File: src/rtl/if_stage_pkg.sv
// Shared types and constants for the instruction-fetch stage.
package if_stage_pkg;

  // Registered IF->ID payload.
  typedef struct packed {
    logic [31:0] pc;
    logic [31:0] instr;
  } if_id_flow_t;

  // Fetch FSM: RUN = nothing outstanding, WAIT = one live fetch, DRAIN = one fetch to discard.
  typedef logic [1:0] fetch_state_t;
  localparam fetch_state_t FETCH_RUN   = 2'd0;
  localparam fetch_state_t FETCH_WAIT  = 2'd1;
  localparam fetch_state_t FETCH_DRAIN = 2'd2;

  // addi x0, x0, 0
  localparam logic [31:0] NOP_INSTR_C = 32'h0000_0013;

  // Sequential word address; wraps modulo 2^32.
  function automatic logic [31:0] next_word_addr(input logic [31:0] addr);
    return addr + 32'd4;
  endfunction

endpackage

File: src/rtl/if_stage_fetch_skid.sv
// One-entry {pc, instr} holding buffer for a fetch response that arrives while ID is stalled.
module if_stage_fetch_skid
  import if_stage_pkg::*;
(
  input  logic        i_clk,
  input  logic        i_rst_n,
  input  logic        i_load,
  input  logic        i_clear,
  input  if_id_flow_t i_flow,
  output logic        o_valid,
  output if_id_flow_t o_flow
);

  logic        r_valid;
  if_id_flow_t r_flow;

  // Clear wins over load; the two never coincide in normal use.
  always_ff @(posedge i_clk or negedge i_rst_n) begin
    if (!i_rst_n) begin
      r_valid <= 1'b0;
      r_flow  <= '0;
    end else if (i_clear) begin
      r_valid <= 1'b0;
    end else if (i_load) begin
      r_valid <= 1'b1;
      r_flow  <= i_flow;
    end
  end

  assign o_valid = r_valid;
  assign o_flow  = r_flow;

endmodule

File: src/rtl/if_stage.sv
// Instruction-fetch stage: owns the PC, issues one-outstanding word fetches and hands
// {pc, instr} to ID, honouring ID stall and EX/branch redirects.
module if_stage
  import if_stage_pkg::*;
#(
  parameter logic [31:0] RESET_PC  = 32'h0000_0000,
  parameter logic [31:0] NOP_INSTR = NOP_INSTR_C
) (
  input  logic        clk,
  input  logic        reset,
  output logic        imem_req_valid,
  input  logic        imem_req_ready,
  output logic [31:0] imem_req_addr,
  input  logic        imem_rsp_valid,
  input  logic [31:0] imem_rsp_data,
  input  logic        stall,
  input  logic        redirect_valid,
  input  logic [31:0] redirect_pc,
  output if_id_flow_t outflow,
  output logic        outflow_valid
);

  fetch_state_t r_state;
  fetch_state_t w_state_next;
  logic [31:0]  r_fetch_pc;
  logic [31:0]  r_pending_pc;
  if_id_flow_t  r_outflow;
  logic         r_outflow_valid;

  logic         w_can_issue;
  logic         w_accept;
  logic         w_rsp_live;
  logic         w_out_load;
  logic         w_skid_valid;
  logic         w_skid_load;
  logic         w_skid_clear;
  if_id_flow_t  w_skid_flow;
  if_id_flow_t  w_rsp_flow;

  // Never request while a redirect lands, while the skid holds data, or while ID holds us off.
  assign w_can_issue    = !redirect_valid && !w_skid_valid && !(r_outflow_valid && stall);
  // In WAIT/DRAIN a new request may only go out in the cycle the outstanding one returns.
  assign imem_req_valid = reset && w_can_issue && ((r_state == FETCH_RUN) || imem_rsp_valid);
  assign imem_req_addr  = r_fetch_pc;
  assign w_accept       = imem_req_valid && imem_req_ready;

  // A response is only useful if it belongs to a live fetch and no redirect kills it.
  assign w_rsp_live   = (r_state == FETCH_WAIT) && imem_rsp_valid && !redirect_valid;
  assign w_out_load   = !stall || !r_outflow_valid;
  assign w_skid_load  = w_rsp_live && !w_out_load;
  assign w_skid_clear = redirect_valid || (w_out_load && w_skid_valid);
  assign w_rsp_flow   = '{pc: r_pending_pc, instr: imem_rsp_data};

  if_stage_fetch_skid u_skid (
    .i_clk   (clk),
    .i_rst_n (reset),
    .i_load  (w_skid_load),
    .i_clear (w_skid_clear),
    .i_flow  (w_rsp_flow),
    .o_valid (w_skid_valid),
    .o_flow  (w_skid_flow)
  );

  // Next fetch state: tracks whether the outstanding fetch is live, absent or doomed.
  always_comb begin
    w_state_next = r_state;
    case (r_state)
      FETCH_RUN: begin
        if (w_accept) w_state_next = FETCH_WAIT;
      end
      FETCH_WAIT: begin
        if (imem_rsp_valid) begin
          if (redirect_valid)  w_state_next = FETCH_RUN;
          else if (w_accept)   w_state_next = FETCH_WAIT;
          else                 w_state_next = FETCH_RUN;
        end else if (redirect_valid) begin
          w_state_next = FETCH_DRAIN;
        end
      end
      FETCH_DRAIN: begin
        if (imem_rsp_valid) w_state_next = w_accept ? FETCH_WAIT : FETCH_RUN;
      end
      default: w_state_next = FETCH_RUN;
    endcase
  end

  // FSM state register.
  always_ff @(posedge clk or negedge reset) begin
    if (!reset) r_state <= FETCH_RUN;
    else        r_state <= w_state_next;
  end

  // PC bookkeeping: redirect overrides, acceptance advances and remembers the in-flight PC.
  always_ff @(posedge clk or negedge reset) begin
    if (!reset) begin
      r_fetch_pc   <= RESET_PC;
      r_pending_pc <= '0;
    end else begin
      if (redirect_valid) begin
        r_fetch_pc <= redirect_pc;
      end else if (w_accept) begin
        r_fetch_pc <= next_word_addr(r_fetch_pc);
      end
      if (w_accept) r_pending_pc <= r_fetch_pc;
    end
  end

  // Output register: redirect flushes; otherwise skid drains first, then a live response.
  always_ff @(posedge clk or negedge reset) begin
    if (!reset) begin
      r_outflow_valid <= 1'b0;
      r_outflow.pc    <= '0;
      r_outflow.instr <= NOP_INSTR;
    end else if (redirect_valid) begin
      r_outflow_valid <= 1'b0;
      r_outflow.instr <= NOP_INSTR;
    end else if (w_out_load) begin
      if (w_skid_valid) begin
        r_outflow_valid <= 1'b1;
        r_outflow       <= w_skid_flow;
      end else if (w_rsp_live) begin
        r_outflow_valid <= 1'b1;
        r_outflow       <= w_rsp_flow;
      end else begin
        r_outflow_valid <= 1'b0;
        r_outflow.instr <= NOP_INSTR;
      end
    end
  end

  assign outflow       = r_outflow;
  assign outflow_valid = r_outflow_valid;

endmodule

File: config.mk
export PLATFORM = sky130hd
export DESIGN_NAME = if_stage
export DESIGN_NICKNAME = d
export VERILOG_FILES = /design/src/rtl/if_stage_pkg.sv /design/src/rtl/if_stage_fetch_skid.sv /design/src/rtl/if_stage.sv
export SDC_FILE = /design/constraint.sdc
export NUM_CORES = 1
export LEC_CHECK = 0
export CORE_UTILIZATION = 25
export DETAILED_ROUTE_END_ITERATION = 12
export PLACE_DENSITY = 0.47
export SYNTH_ARGS = -nofsm -noshare
export SYNTH_HDL_FRONTEND = slang
export SYNTH_SLANG_ARGS = --single-unit
File: constraint.sdc
create_clock -name clk -period 3.1 [get_ports clk]
set_input_delay 0.93 -clock clk [delete_from_list [all_inputs] [get_ports clk]]
set_output_delay 0.93 -clock clk [all_outputs]
set_load 0.005 [all_outputs]
==> reports/metrics.cfg <==
[hold_path]
hold_class=input port to async pin

[logic_synthesis]
synth_top_flop_cell=dfrtp_1
synthAdderAreaFrac_pct=0.148
syn-num-nets=854
yosys.area.top_type=dfrtp_1
synth_enable_flop_cells=0
avgSynthCellArea_um2=10.8
synthCells=783
synth_compound_area_share_pct=11.9
synth_top_family_by_area=simple AND/OR/NAND/NOR gates
yosysWarnings=0
synth_xor_xnor_area_share_pct=0.414
synth_top_area_share_pct=57.0
ys_seq_elements=196
synth_area_leaders=dfrtp_1 (57%), mux2_2 (9.2%), nand2_1 (8.0%)
syn_area_um2=8470
ys_seq_area_share_pct=58.0
synthSimpleGateAreaFrac_pct=14.0
synthArstFlopShare_pct=100
synth.distinct_cells=50
synth_mux_area_share_pct=13.0

[layout]
syn2layout_area_growth_pct=34.7
final_cell_area_um2=11400
nets=1026
drive_gt1_share_pct=16.4

[critical_path]
cp_slowest_cell=clkdlybuf4s50_1
end_kind=primary output
start_kind=input port
critPathMaxFanout=3
path_buf_inv=2
crit_type=input port to primary output
cp_top_family=buffers and inverters
cp_cell_sequence=clkdlybuf4s50_1, a21o_1, nor4b_2, buf_2
crit_arrival_ps=2060
cp_slowest_stage_delay_ps=450
worstPathRequired_ps=2170

[timing]
final_hold_viol_count=0
layout_setup_ws_ps=111
clock_skew_ps=17.3
period_share_pct=96.4
post-route-min-period_ps=2990
clock.fmax_mhz=335
fin_setup_tns_ps=0
setup_viol=0
relSlewSlack_pct=37.5
rsz0062_at_grt=no
slew_violations=0
tightestPinTransition_ps=937

[clock_network]
cts-root-buf=clkbuf_16
cts.clk_slew.worst_paths_ps=70
cts_setup_buffers=0
post_cts_resized=6
hold_buffers=0
clockBufferDepth=2
cts.sinks=196
insertion_delay_ps=450
htree_num_levels=4
cts_tree=done
numCtsBuffers=17

[detailed_routing]
vias=6471
wl_per_cell_um=16.9
vias_per_cell=4.57
drt_iter0_drc=319
drc=0
routed_wl_um=24000
antenna_left=0
dr.pass1.iters=7

[placed_design]
hpwl_um=16000
placed_cell_area_um2=10800
gp_congestion=0.748
portBuffers=167
post-place-ws_ps=-494

[floorplanning]
rows=67
dieArea_um2=34600
start_util_pct=25.3
die_height_um=186
die-width_um=186
core_um2=33400
io_pins=168

[global_route]
grt_pass1_vias=6552
antenna_found_initial=1
grt_pass1_wl_um=37600
gr-total-overflow=0
grt_usage_pct=14.4
grt_max_degree=166

[power]
total_leakage_power_nw=4.88
powerDensity_nw_per_um2=545
irDropWorstVdd_uv=392

[status]
status=completed

[job]
max-cap-violations=0

layout make-up:
type | instances | area, um^2
clock buffer | 19 | 453
fill | 3418 | 22000
inverter | 10 | 37.5
antenna | 1 | 2.50
sequential | 196 | 4910
clock inverter | 13 | 131
multi-input combinational | 529 | 3360
timing repair buffer | 201 | 1950
tap | 448 | 561
placed cells by master, fill, tap and decap left out, drive strengths merged, types with 3 or more instances in the layout:
| cell type | instances |
|---|---|
| o21ai | 81 |
| o22a | 3 |
| or3 | 6 |
| o311ai | 6 |
| a21oi | 7 |
| clkdlybuf4s50 | 163 |
| nand4 | 5 |
| or4 | 9 |
| dfstp | 3 |
| nor2b | 4 |
| buf | 36 |
| xnor2 | 4 |
| a31oi | 4 |
| nand3 | 21 |
| clkbuf | 20 |
| and4 | 3 |
| inv | 19 |
| o21bai | 3 |
| mux2 | 69 |
| nor3 | 3 |
| nor2 | 11 |
| nor4 | 7 |
| nand2 | 180 |
| dfrtp | 193 |
| mux2i | 32 |
| a22oi | 30 |
| and3 | 6 |
| o211ai | 10 |
layer usage:
layer / share of wire, % / global-route usage (%) / up-vias
met5: 0 / 0 / -
met4: 1.8 / 5.08 / 0
met3: 5.3 / 3.38 / 29
met2: 45 / 22.1 / 174
met1: 48 / 19.8 / 3150
li1: - / - / 3118
cells in the mapped netlist, types with 3 or more instances:
cell      count
a21oi_1       7
a22oi_1      30
a31oi_1       4
and3_1        6
and4_1        3
buf_1         6
clkbuf_1     41
dfrtp_1     193
dfstp_2       3
inv_1        10
mux2_2       69
mux2i_1      32
nand2_1     180
nand3_1      19
nand4_1       5
nor2_1       11
nor2b_1       4
nor3_1        3
nor4_1        7
o211ai_1     10
o21ai_0      81
o21bai_1      3
o22a_1        3
o311ai_0      6
or3_1         5
or4_1         6
or4_4         3
xnor2_1       4
path summary, 6_finish.rpt:
| check | from | to | slack (ps) | depth (start not counted) |
|---|---|---|---|---|
| worst min register to register | outflow[9] | outflow[9] | 480 | 2 |
| min in group clk | outflow[9] | outflow[9] | 480 | 2 |
| worst min-delay path | reset | r_pending_pc[31] | 290 | 1 |
| worst max register to register | imem_req_addr[13] | imem_req_addr[27] | 690 | 5 |
| max in group asynchronous | reset | u_skid.o_flow[62] | 1470 | 3 |
| worst max-delay path | stall | imem_req_valid | 110 | 4 |
logic make-up (layout without fill, tap and decap cells):
group / Yosys count / count (layout)
AND/OR/NAND/NOR: 263 / 263
flip-flops: 196 / 196
AO/OA/AOI/OAI: 160 / 160
multiplexers: 101 / 101
buffers and inverters: 58 / 243
XOR/XNOR: 4 / 4
adder cells (fa/ha/maj): 1 / 1
other: 0 / 1
metrics by stage:
stage               utilization (%)  cells  hold slack, ps  power [mW]
finish                         34.1   1417             291        6.21
global route                   34.1   1417             265        6.57
CTS                            34.1   1416             266        6.32
detailed placement             32.3   1384             471        4.06
global placement               32.3   1384             461        4.05
floorplan                         -    783             462        3.38
where the power goes:
group          switching [mW]  total (mW)  leakage (nW)  internal, mW
Sequential              0.221        3.04          2.60          2.82
Clock                    1.11        2.23         0.284          1.12
Combinational           0.409       0.940          2.00         0.532
Total                    1.74        6.21          4.88          4.47
sequential cells by signal (all words and copies together), names as in the netlist:
| signal | cells |
|---|---|
| r_pending_pc | 32 |
| u_skid.o_flow | 64 |
| u_skid.o_valid | 1 |
| outflow_valid | 1 |
| imem_req_addr | 32 |
| outflow | 64 |
| r_state | 2 |
(Power assumes the default switching activity.)
